<file path="config.mk">
export PLATFORM = sky130hd
export DESIGN_NAME = pcpi_dispatch
export DESIGN_NICKNAME = d
export VERILOG_FILES = /design/src/rtl/pcpi_dispatch.sv
export SDC_FILE = /design/constraint.sdc
export NUM_CORES = 1
export LEC_CHECK = 0
export BUFFER_PORTS_ARGS = -buffer_cell sky130_fd_sc_hd__buf_2
export CORE_MARGIN = 10
export CORE_UTILIZATION = 38
export CTS_CLUSTER_SIZE = 28
export DETAILED_ROUTE_END_ITERATION = 8
export PLACE_DENSITY = 0.73
export SYNTH_ARGS = -nofsm -noshare
export SYNTH_HDL_FRONTEND = slang
export SYNTH_SLANG_ARGS = --single-unit
</file>
<file path="constraint.sdc">
create_clock -name clk -period 2.4 [get_ports clk]
set_input_delay 0.24 -clock clk [delete_from_list [all_inputs] [get_ports clk]]
set_output_delay 0.24 -clock clk [all_outputs]
set_load 0.02 [all_outputs]
</file>
<file path="src/rtl/pcpi_dispatch.sv">
// pcpi_dispatch
// -----------------------------------------------------------------------------
// Request-side front end for the PCPI coprocessors. Each M-extension
// instruction offered by picorv32 is decoded once. Its opcode and operands are
// latched, and a registered valid is driven to exactly one unit: the
// multiplier or the divider. That valid is held until the selected unit
// completes. The block then drains until the CPU withdraws its request, so a
// single CPU request can never be dispatched twice.
//
// Optional feature (compile-time macro PCPI_WATCHDOG_EN):
//   When defined, a BUSY-cycle counter of width $clog2(TIMEOUT_CYCLES) is built.
//   If the selected unit has not completed after TIMEOUT_CYCLES cycles, the
//   counter aborts the unit and pulses timeout_err for one cycle.
//   When undefined, no counter exists, timeout_err is tied low, and BUSY waits
//   indefinitely for ready or a CPU abort.
//
// Parameters:
//   TIMEOUT_CYCLES  BUSY cycles before the watchdog fires (2..1023)
//
// Ports:
//   clk              system clock, all state on the rising edge
//   resetn           asynchronous active-low reset
//   pcpi_valid       CPU request, held until ready or abort
//   pcpi_insn        instruction word
//   pcpi_rs1         operand 1
//   pcpi_rs2         operand 2
//   pcpi_mul_ready   multiplier completion strobe
//   pcpi_div_ready   divider completion strobe
//   pcpi_mul_valid   registered request to the multiplier
//   pcpi_div_valid   registered request to the divider
//   pcpi_insn_out    captured instruction
//   pcpi_rs1_out     captured operand 1
//   pcpi_rs2_out     captured operand 2
//   busy             high while a request is in flight or draining
//   timeout_err      one-cycle pulse when the watchdog expires
// -----------------------------------------------------------------------------
module pcpi_dispatch #(
    parameter int TIMEOUT_CYCLES = 64
) (
    input  logic        clk,
    input  logic        resetn,
    input  logic        pcpi_valid,
    input  logic [31:0] pcpi_insn,
    input  logic [31:0] pcpi_rs1,
    input  logic [31:0] pcpi_rs2,
    input  logic        pcpi_mul_ready,
    input  logic        pcpi_div_ready,
    output logic        pcpi_mul_valid,
    output logic        pcpi_div_valid,
    output logic [31:0] pcpi_insn_out,
    output logic [31:0] pcpi_rs1_out,
    output logic [31:0] pcpi_rs2_out,
    output logic        busy,
    output logic        timeout_err
);

    typedef enum logic [1:0] {
        IDLE  = 2'd0,
        BUSY  = 2'd1,
        DRAIN = 2'd2
    } state_t;

    state_t state_q, state_d;
    logic   sel_q, sel_d;
    logic   is_m_insn;
    logic   accept;
    logic   sel_ready;
    logic   expire;
    logic   timeout_d;

    assign is_m_insn = (pcpi_insn[6:0] == 7'b0110011) && (pcpi_insn[31:25] == 7'b0000001);
    assign accept    = (state_q == IDLE) && pcpi_valid && is_m_insn;

    // Only the unit we dispatched to may complete us; the other strobe is noise.
    assign sel_ready = sel_q ? pcpi_div_ready : pcpi_mul_ready;

`ifdef PCPI_WATCHDOG_EN
    localparam int CNT_W = $clog2(TIMEOUT_CYCLES);

    logic [CNT_W-1:0] count_q;

    assign expire = (state_q == BUSY) && (count_q == CNT_W'(TIMEOUT_CYCLES - 1));

    // The counter restarts on each acceptance. It advances only on BUSY cycles
    // that stay in BUSY. Because expiry leaves BUSY, the counter never has to
    // count past TIMEOUT_CYCLES-1.
    always_ff @(posedge clk or negedge resetn) begin
        if (!resetn) begin
            count_q <= '0;
        end else if (accept) begin
            count_q <= '0;
        end else if ((state_q == BUSY) && pcpi_valid && !sel_ready) begin
            count_q <= count_q + CNT_W'(1);
        end
    end

    always_ff @(posedge clk or negedge resetn) begin
        if (!resetn) begin
            timeout_err <= 1'b0;
        end else begin
            timeout_err <= timeout_d;
        end
    end
`else
    assign expire      = 1'b0;
    assign timeout_err = 1'b0;
`endif

    // Next state. Within BUSY, a CPU abort beats completion, and completion
    // beats watchdog expiry, so a ready on the expiry edge never reports an
    // error.
    always_comb begin
        state_d   = state_q;
        sel_d     = sel_q;
        timeout_d = 1'b0;
        case (state_q)
            IDLE: begin
                if (accept) begin
                    state_d = BUSY;
                    sel_d   = pcpi_insn[14];
                end
            end
            BUSY: begin
                if (!pcpi_valid) begin
                    state_d = IDLE;
                end else if (sel_ready) begin
                    state_d = DRAIN;
                end else if (expire) begin
                    state_d   = DRAIN;
                    timeout_d = 1'b1;
                end
            end
            DRAIN: begin
                if (!pcpi_valid) begin
                    state_d = IDLE;
                end
            end
            default: state_d = IDLE;
        endcase
    end

    // The unit valids and busy are decoded from the next state and then
    // registered. They therefore come straight from flops and line up exactly
    // with the state they describe.
    always_ff @(posedge clk or negedge resetn) begin
        if (!resetn) begin
            state_q        <= IDLE;
            sel_q          <= 1'b0;
            pcpi_mul_valid <= 1'b0;
            pcpi_div_valid <= 1'b0;
            busy           <= 1'b0;
        end else begin
            state_q        <= state_d;
            sel_q          <= sel_d;
            pcpi_mul_valid <= (state_d == BUSY) && !sel_d;
            pcpi_div_valid <= (state_d == BUSY) && sel_d;
            busy           <= (state_d != IDLE);
        end
    end

    // Captured request fields change only when a new instruction is accepted.
    always_ff @(posedge clk or negedge resetn) begin
        if (!resetn) begin
            pcpi_insn_out <= '0;
            pcpi_rs1_out  <= '0;
            pcpi_rs2_out  <= '0;
        end else if (accept) begin
            pcpi_insn_out <= pcpi_insn;
            pcpi_rs1_out  <= pcpi_rs1;
            pcpi_rs2_out  <= pcpi_rs2;
        end
    end

endmodule

</file>
# Yosys cells after proc, flatten, opt, wreduce, memory -nomap -nowiden

Index checks and enable logic that the tools add are counted.

Add/sub/neg operators: 0
Eq/ne operators: 5
Order comparisons: 0
Reduce and logical (&&, ||, !) cells: 8
Div/mod/pow operators: 0
Shifts and indexed selects: 0
Muxes and demuxes: 8
Multipliers: 0
Bitwise logic cells: 0

Operator list:

| operator                                      | number |
|---|---|
| two-way mux 2 bit                             | 4 |
| == test 7 x 1 -> 1 bit, second input constant | 1 |
| == test 7 x 6 -> 1 bit, second input constant | 1 |
| one-hot mux 2 bit (3 select lines)            | 1 |
| logical AND 1 bit                             | 5 |
| == test 2 x 1 -> 1 bit, second input constant | 2 |
| two-way mux 1 bit                             | 3 |
| == test 2 bit, second input constant          | 1 |
| logical NOT 2 bit                             | 1 |
| nonzero test 2 bit                            | 1 |
| logical NOT 1 bit                             | 1 |

Output and inout port bits: 100
Bits in latches: 0
Memory bits (writable): 0
Memory bits (read-only): 0
Logic and storage cells: 29
Memories kept: 0
Input bits: 101
Register bits after elaboration: 102

# Depth between registers and ports, before layout

Gate-level depths: netlist of the first run.

Depth after elaboration: 7
Gate-level depth with buffers: 6

# Least setup slack after synthesis of the first run

OpenSTA, ideal clock, no wires.

Path kind: input -> register
From: in pcpi_insn[3]
To: reg pcpi_insn_out[10]
Required time: 2.273 ns
Stages on the path: 5
Setup slack: 0.582 ns
Buffers on the path: 2
Arrival time: 1.690 ns
Library setup time: 0.127 ns
Path through: or4b_4 nor4_4 buf_6 buf_6 mux2_1

Word-level cells in the longest chain between the ends: 3

Ends and longest elaborated chain:

| item                   | line | text |
|---|---|---|
| from (decl)            | 43   | `input logic [31:0] pcpi_insn,` |
| == test 7 x 6 -> 1 bit | 71   | `assign is_m_insn = (pcpi_insn[6:0] == 7'b0110011) && (pcpi_insn[31:25] == 7'b0000001);` |
| logical AND 1 bit      | 71   |  |
| logical AND 1 bit      | 72   | `assign accept = (state_q == IDLE) && pcpi_valid && is_m_insn;` |
| to (signal assigned)   | 168  | `pcpi_insn_out <= pcpi_insn;` |
| to (decl)              | 50   | `output logic [31:0] pcpi_insn_out,` |

No other way between the ends.
A chain may end at the register's enable or synchronous reset.

# Worst setup path after layout of the first run

From: reg state_q[1]
To: reg pcpi_insn_out[24]

Word-level cells in the longest chain between the ends: 3

Ends and longest elaborated chain:

| item                            | line | text |
|---|---|---|
| from (decl)                     | 63   | `state_t state_q, state_d;` |
| from (signal assigned)          | 153  | `state_q <= state_d;` |
| logical NOT 2 bit               | 72   |  |
| logical AND 1 bit (2 in series) | 72   |  |

No other way between the ends.

==> results.cfg, run 1 <==
[power_and_ir_drop]
ir_worst_vdd_v = 0.000275
power-per-cell-area_mw_per_mm2 = 554
p_leak_nw = 3.19

[drt]
vias = 2549
wl_per_cell_microns = 16.6
drtAntennaViolNets = 0
drt_iter0_markers = 85
drt_first_pass_iters = 4
wl_microns = 9520
drc = 0
viasPerCell = 4.46

[logic_synthesis]
synth-edff-count = 0
syn_nets = 333
seq_area_frac_synth_pct = 65.2
synth_most_common_cell = dfrtp_1
ys_top_cells_by_count = dfrtp_1 (102), mux2_1 (73), mux2_2 (11)
async_reset_ff_share_pct = 100
ys_ff_latch = 102
syn_avg_cell_area_sq_um = 16.9
syn-instance-count = 232
yosysWarnings = 0
ys.flop_type = dfrtp_1
synthTopCellsByArea = dfrtp_1 (65%), mux2_1 (21%), buf_12 (3.6%)
netlist.area_leader.share_pct = 65.2
synth_top_area_cell = dfrtp_1
synth_cell_types = 24
synth_area_sq_mm = 0.00391

[timing]
clock.fmax_ghz = 0.513
setup_viol = 0
min_period_ps = 1950
fin_crit_sh_pct = 81.2
clock_skew_ps = 5.69
rsz0062_at_grt = false
worst_hold_slack_ps = 90.7
slew_headroom_pct = 60.6
hold_violations = 0
drv_slew = 0
fin_setup_tns_ps = 0
worst_pin_slew_ps = 591
fin_ws_ps = 451

[worst_setup_path]
critPathLaunchType = register
cp_top_family = simple AND/OR/NAND/NOR gates
worstSetupPathType = register to register
end_kind = register
critical_path_required_ps = 2630
reg2reg_depth = 4
worstReg2RegEnd = pcpi_insn_out[24]$_DFFE_PN0P_
crit-reg2reg-launch = state_q[1]$_DFF_PN0_
r2r_slack_ps = 450
critPathMaxFanout = 58
max_stage_delay_ps = 430
cp_cell_sequence = nand4b_1 -> nor4_4 -> buf_12 -> mux2_1
crit_buf_inv = 1
worst_path_max_delay_cell = nor4_4
worstPathArrival_ps = 2180

[floorplan]
initial_core_util_pct = 39.5
ios = 201
num_rows = 36
core_sq_mm = 0.00991
die-width_microns = 121
die-area_sq_mm = 0.0148
die_h_microns = 121

[cells_and_area]
fill_cells = 871
syn_to_final_growth_pct = 31.7
antennaDiodeCount = 0
drive_above_1_share_pct = 54.0
fin_util_pct = 52.0
fin_nets = 535

[clock_network]
cts_tree = done
clk_pin_slew_ps = 90
clock_sinks = 102
cts_buffers = 9
cts_setup_buffers = 0
clock_latency_ps = 350
cts_buffer_depth = 2
ctsRootBufferMaster = clkbuf_8
htreeDepth = 3

[worst_hold_path]
hold_end = pcpi_rs1_out[16]$_DFFE_PN0P_
min-delay-path-class = primary input to register
min_from = pcpi_rs1[16]
hold_depth = 2

[global_route]
grt_max_degree = 59
antenna_found_initial = 1
grt_pass1_vias = 2923
grt_pass1_wl_microns = 15000
grt_overflow_total = 0
grt_use_total_pct = 12.8

[run]
max_cap_viol_count = 0

[place]
port_buffers = 199
hpwl_microns = 7550
gp_congestion = 0.738
pre_cts_slack_ps = 281

[outcome]
outcome = finished, final reports clean
## worst max-delay path by stage
| stage | cells past startpoint | endpoint | from |
|---|---|---|---|
| after global routing | 4 | pcpi_insn_out[24]$_DFFE_PN0P_ | state_q[1]$_DFF_PN0_ |
| after global placement | 5 | pcpi_insn_out[23]$_DFFE_PN0P_ | pcpi_insn[3] |
| after floorplan | 5 | pcpi_insn_out[10]$_DFFE_PN0P_ | pcpi_insn[3] |
| after CTS | 4 | pcpi_rs2_out[2]$_DFFE_PN0P_ | state_q[1]$_DFF_PN0_ |
| final | 4 | pcpi_insn_out[24]$_DFFE_PN0P_ | state_q[1]$_DFF_PN0_ |
| after detailed placement | 5 | pcpi_insn_out[24]$_DFFE_PN0P_ | pcpi_insn[3] |
## power breakdown
group	switching (mW)	internal [mW]	total [mW]
clock network	0.550	0.456	1.01
registers	0.000807	1.72	1.72
logic	0.0620	0.0672	0.129
## flip-flops by register name (all words and copies together) (netlist names)
signal          flops
sel_q               1
pcpi_rs1_out       32
pcpi_mul_valid      1
pcpi_rs2_out       32
pcpi_insn_out      32
state_q             2
busy                1
pcpi_div_valid      1
## layout by cell type, fill, tap and decap left out, types with 2 or more instances in the layout
cell / count
a21o_1: 2
buf_12: 3
buf_2: 198
clkbuf_8: 12
clkinv_2: 4
dfrtp_1: 102
mux2_1: 73
mux2_2: 11
nand2b_1: 2
nand3b_1: 2
nor2b_1: 9
nor3_1: 2
or2_2: 6
## worst register-to-register path: stages (launching register included)
cell,delay [ps]
dfrtp_1,410
nand4b_1,240
nor4_4,440
buf_12,320
mux2_1,420
## kinds of logic after synthesis
| family | Yosys count | share of synthesized area [%] |
|---|---|---|
| mux | 84 | 24.2 |
| buf+inv | 13 | 4.70 |
| other cells | 1 | 0.0958 |
| flops | 102 | 65.2 |
| simple gates | 29 | 5.24 |
| compound gates | 3 | 0.575 |
## metal layers
metal | up-vias | routed length (microns) | track usage [%]
met5 | - | 7 | 0
met4 | 2 | 109 | 5.44
met3 | 11 | 1040 | 5.77
met2 | 107 | 4960 | 22.7
met1 | 1229 | 3410 | 12.6
li1 | 1200 | - | -
## cell type report
| class | instances | area [sq um] | area share, % |
|---|---|---|---|
| clock buffers | 12 | 165 | 3.20 |
| clock inverters | 4 | 20.0 | 0.388 |
| inverters | 1 | 3.75 | 0.0728 |
| multi-input cells | 117 | 1180 | 22.8 |
| flip-flops and latches | 102 | 2550 | 49.5 |
| well taps | 133 | 166 | 3.23 |
| repair buffers | 203 | 1070 | 20.7 |
## stage by stage
step,cell area [sq um],cells,power [mW]
after CTS,5150,572,2.90
after detailed placement,4960,555,1.89
final,5150,572,2.85
after global routing,5150,572,2.99
after floorplan,3910,232,1.77
after global placement,4960,555,1.88
## what timing repair did
action                                 4_1_cts  5_1_grt
hold buffers                                 1        0
gates resized for setup                      0        0
endpoints found under the hold margin       46        0
Note: power is estimated with default switching activity, not from simulation.
==> run 2, diff against run 1 <==
==> constraint.sdc (replaced) <==
create_clock -name clk -period 1.9 [get_ports clk]
set_input_delay 0.19 -clock clk [delete_from_list [all_inputs] [get_ports clk]]
set_output_delay 0.19 -clock clk [all_outputs]
set_load 0.02 [all_outputs]
==> run 2 against run 1 <==
Maximum frequency is 9.9% higher. Clock power increased by 41%. Largest cell class unchanged. Sequential cell count unchanged. Clock skew is 2.7 ps higher. Global-route usage is essentially flat. Critical path depth is 1 higher.
==> results.cfg, run 2 (synthesized netlist as in run 1, its figures left out) <==
[worst_setup_path]
critical_path_required_ps = 2130
crit-reg2reg-launch = state_q[1]$_DFF_PN0_
crit_start = state_q[1]$_DFF_PN0_
worstReg2RegEnd = pcpi_rs1_out[17]$_DFFE_PN0P_
r2r_slack_ps = 130
endpoint = pcpi_rs1_out[17]$_DFFE_PN0P_
worst_path_max_delay_cell = dfrtp_1
critPathMaxFanout = 18
crit_buf_inv = 2
worstPathArrival_ps = 2000
cp_cell_sequence = nand4b_1 -> nor4_4 -> buf_4 -> buf_12 -> mux2_1
cp_top_family = simple AND/OR/NAND/NOR gates
worstSetupPathType = register to register
end_kind = register
critPathLaunchType = register
worst-path-stages = 5
max_stage_delay_ps = 420
reg2reg_depth = 5

[floorplan]
die-width_microns = 121
die-area_sq_mm = 0.0148
ios = 201
die_h_microns = 121
core_sq_mm = 0.00991
initial_core_util_pct = 39.5
num_rows = 36

[cells_and_area]
final_common_cell = buf_2
fill_cells = 864
syn_to_final_growth_pct = 35.1
largestRegisters = pcpi_insn_out x32, pcpi_rs1_out x32, pcpi_rs2_out x32
drive_above_1_share_pct = 55.0
multi_input_comb_area_sq_mm = 0.00118
fin_nets = 545
layout_common_cells = buf_2 (198), dfrtp_1 (102), mux2_1 (73), clkbuf_8 (13), mux2_2 (11)
ff_latch_area_sq_mm = 0.00255
antennaDiodeCount = 0

[drt]
wl_microns = 9630
drtAntennaViolNets = 0
wl_per_cell_microns = 16.5
drt_iter0_markers = 76
drt_first_pass_iters = 3
drc = 0
vias = 2597
viasPerCell = 4.46

[timing]
setup_viol = 0
fin_crit_sh_pct = 93.3
clock_skew_ps = 8.43
min_period_ps = 1770
hold_violations = 0
fin_setup_tns_ps = 0
drv_slew = 0
clock.fmax_ghz = 0.564
rsz0062_at_grt = false

[global_route]
grt_overflow_total = 0
grt_pass1_vias = 2990
grt_use_total_pct = 12.8
grt_max_degree = 57
antenna_found_initial = 0
grt_pass1_wl_microns = 15100

[clock_network]
clock_latency_ps = 350
clock_sinks = 102
clk_pin_slew_ps = 90
cts_buffer_depth = 2
ctsRootBufferMaster = clkbuf_8
htreeDepth = 3
post_cts_resized = 0
cts_tree = done
cts_buffers = 9
cts_setup_buffers = 0

[place]
gp_congestion = 0.750
port_buffers = 199
hpwl_microns = 7800

[power_and_ir_drop]
p_leak_nw = 3.26
ir_worst_vdd_v = 0.000316
power_mw = 3.76
power-per-cell-area_mw_per_mm2 = 712

[outcome]
outcome = finished, final reports clean

[run]
max_cap_viol_count = 0

[worst_hold_path]
min-delay-path-class = primary input to register
[run 2: area by class of cell]
| class | count | area share, % |
|---|---|---|
| flip-flops and latches | 102 | 48.3 |
| clock buffers | 13 | 3.38 |
| clock inverters | 3 | 0.757 |
| well taps | 133 | 3.15 |
| repair buffers | 213 | 22.1 |
| inverters | 1 | 0.0710 |
| multi-input cells | 117 | 22.3 |
[run 2: worst min path at each step]
| stage | slack [ps] | end | cells after the start | start |
|---|---|---|---|---|
| detailed placement | 140 | pcpi_insn_out[17]$_DFFE_PN0P_ | 1 | resetn |
| CTS | 30 | pcpi_rs1_out[15]$_DFFE_PN0P_ | 2 | pcpi_rs1[15] |
| global route | 20 | pcpi_rs1_out[29]$_DFFE_PN0P_ | 2 | pcpi_rs1[29] |
| floorplan | -110 | busy$_DFF_PN0_ | 0 | resetn |
| finish | 50 | pcpi_rs1_out[29]$_DFFE_PN0P_ | 2 | pcpi_rs1[29] |
| global placement | 140 | pcpi_insn_out[17]$_DFFE_PN0P_ | 1 | resetn |
[run 2: where the power goes]
part	internal [mW]	total, mW	switching [mW]	leakage, nW
logic	0.0864	0.166	0.0796	1.72
clock network	0.749	1.42	0.676	0.115
registers	2.17	2.17	0.00105	1.43
total	3.01	3.76	0.756	3.26
[run 2: what timing repair did]
item	CTS	global route
endpoints found under the setup margin	0	0
hold buffers	1	0
hold endpoints to repair	28	0
[run 2: through the flow]
step	setup WS, ps	instances	instance area [sq um]	hold WS [ps]	util [%]
5_1_grt	50.5	582	5290	22.9	53.4
2_1_floorplan	132	232	3910	-106	-
4_1_cts	110	582	5290	25.8	53.4
3_3_place_gp	-5.28	565	5060	137	51.0
3_5_place_dp	-20.5	565	5060	140	51.0
6_report	126	582	5290	52.9	53.4
[run 2: layer usage]
metal	up-vias	track usage (%)	wire length, microns
li1	1229	-	-
met1	1255	13.3	3650
met2	104	22.4	4880
met3	9	6.05	992
met4	0	3.87	100
met5	-	0	0
[run 2: worst register-to-register path, cell delays in order, from the launching register on]
cell and delay, ps:
dfrtp_1 420, nand4b_1 230, nor4_4 290, buf_4 220, buf_12 170, mux2_1 340
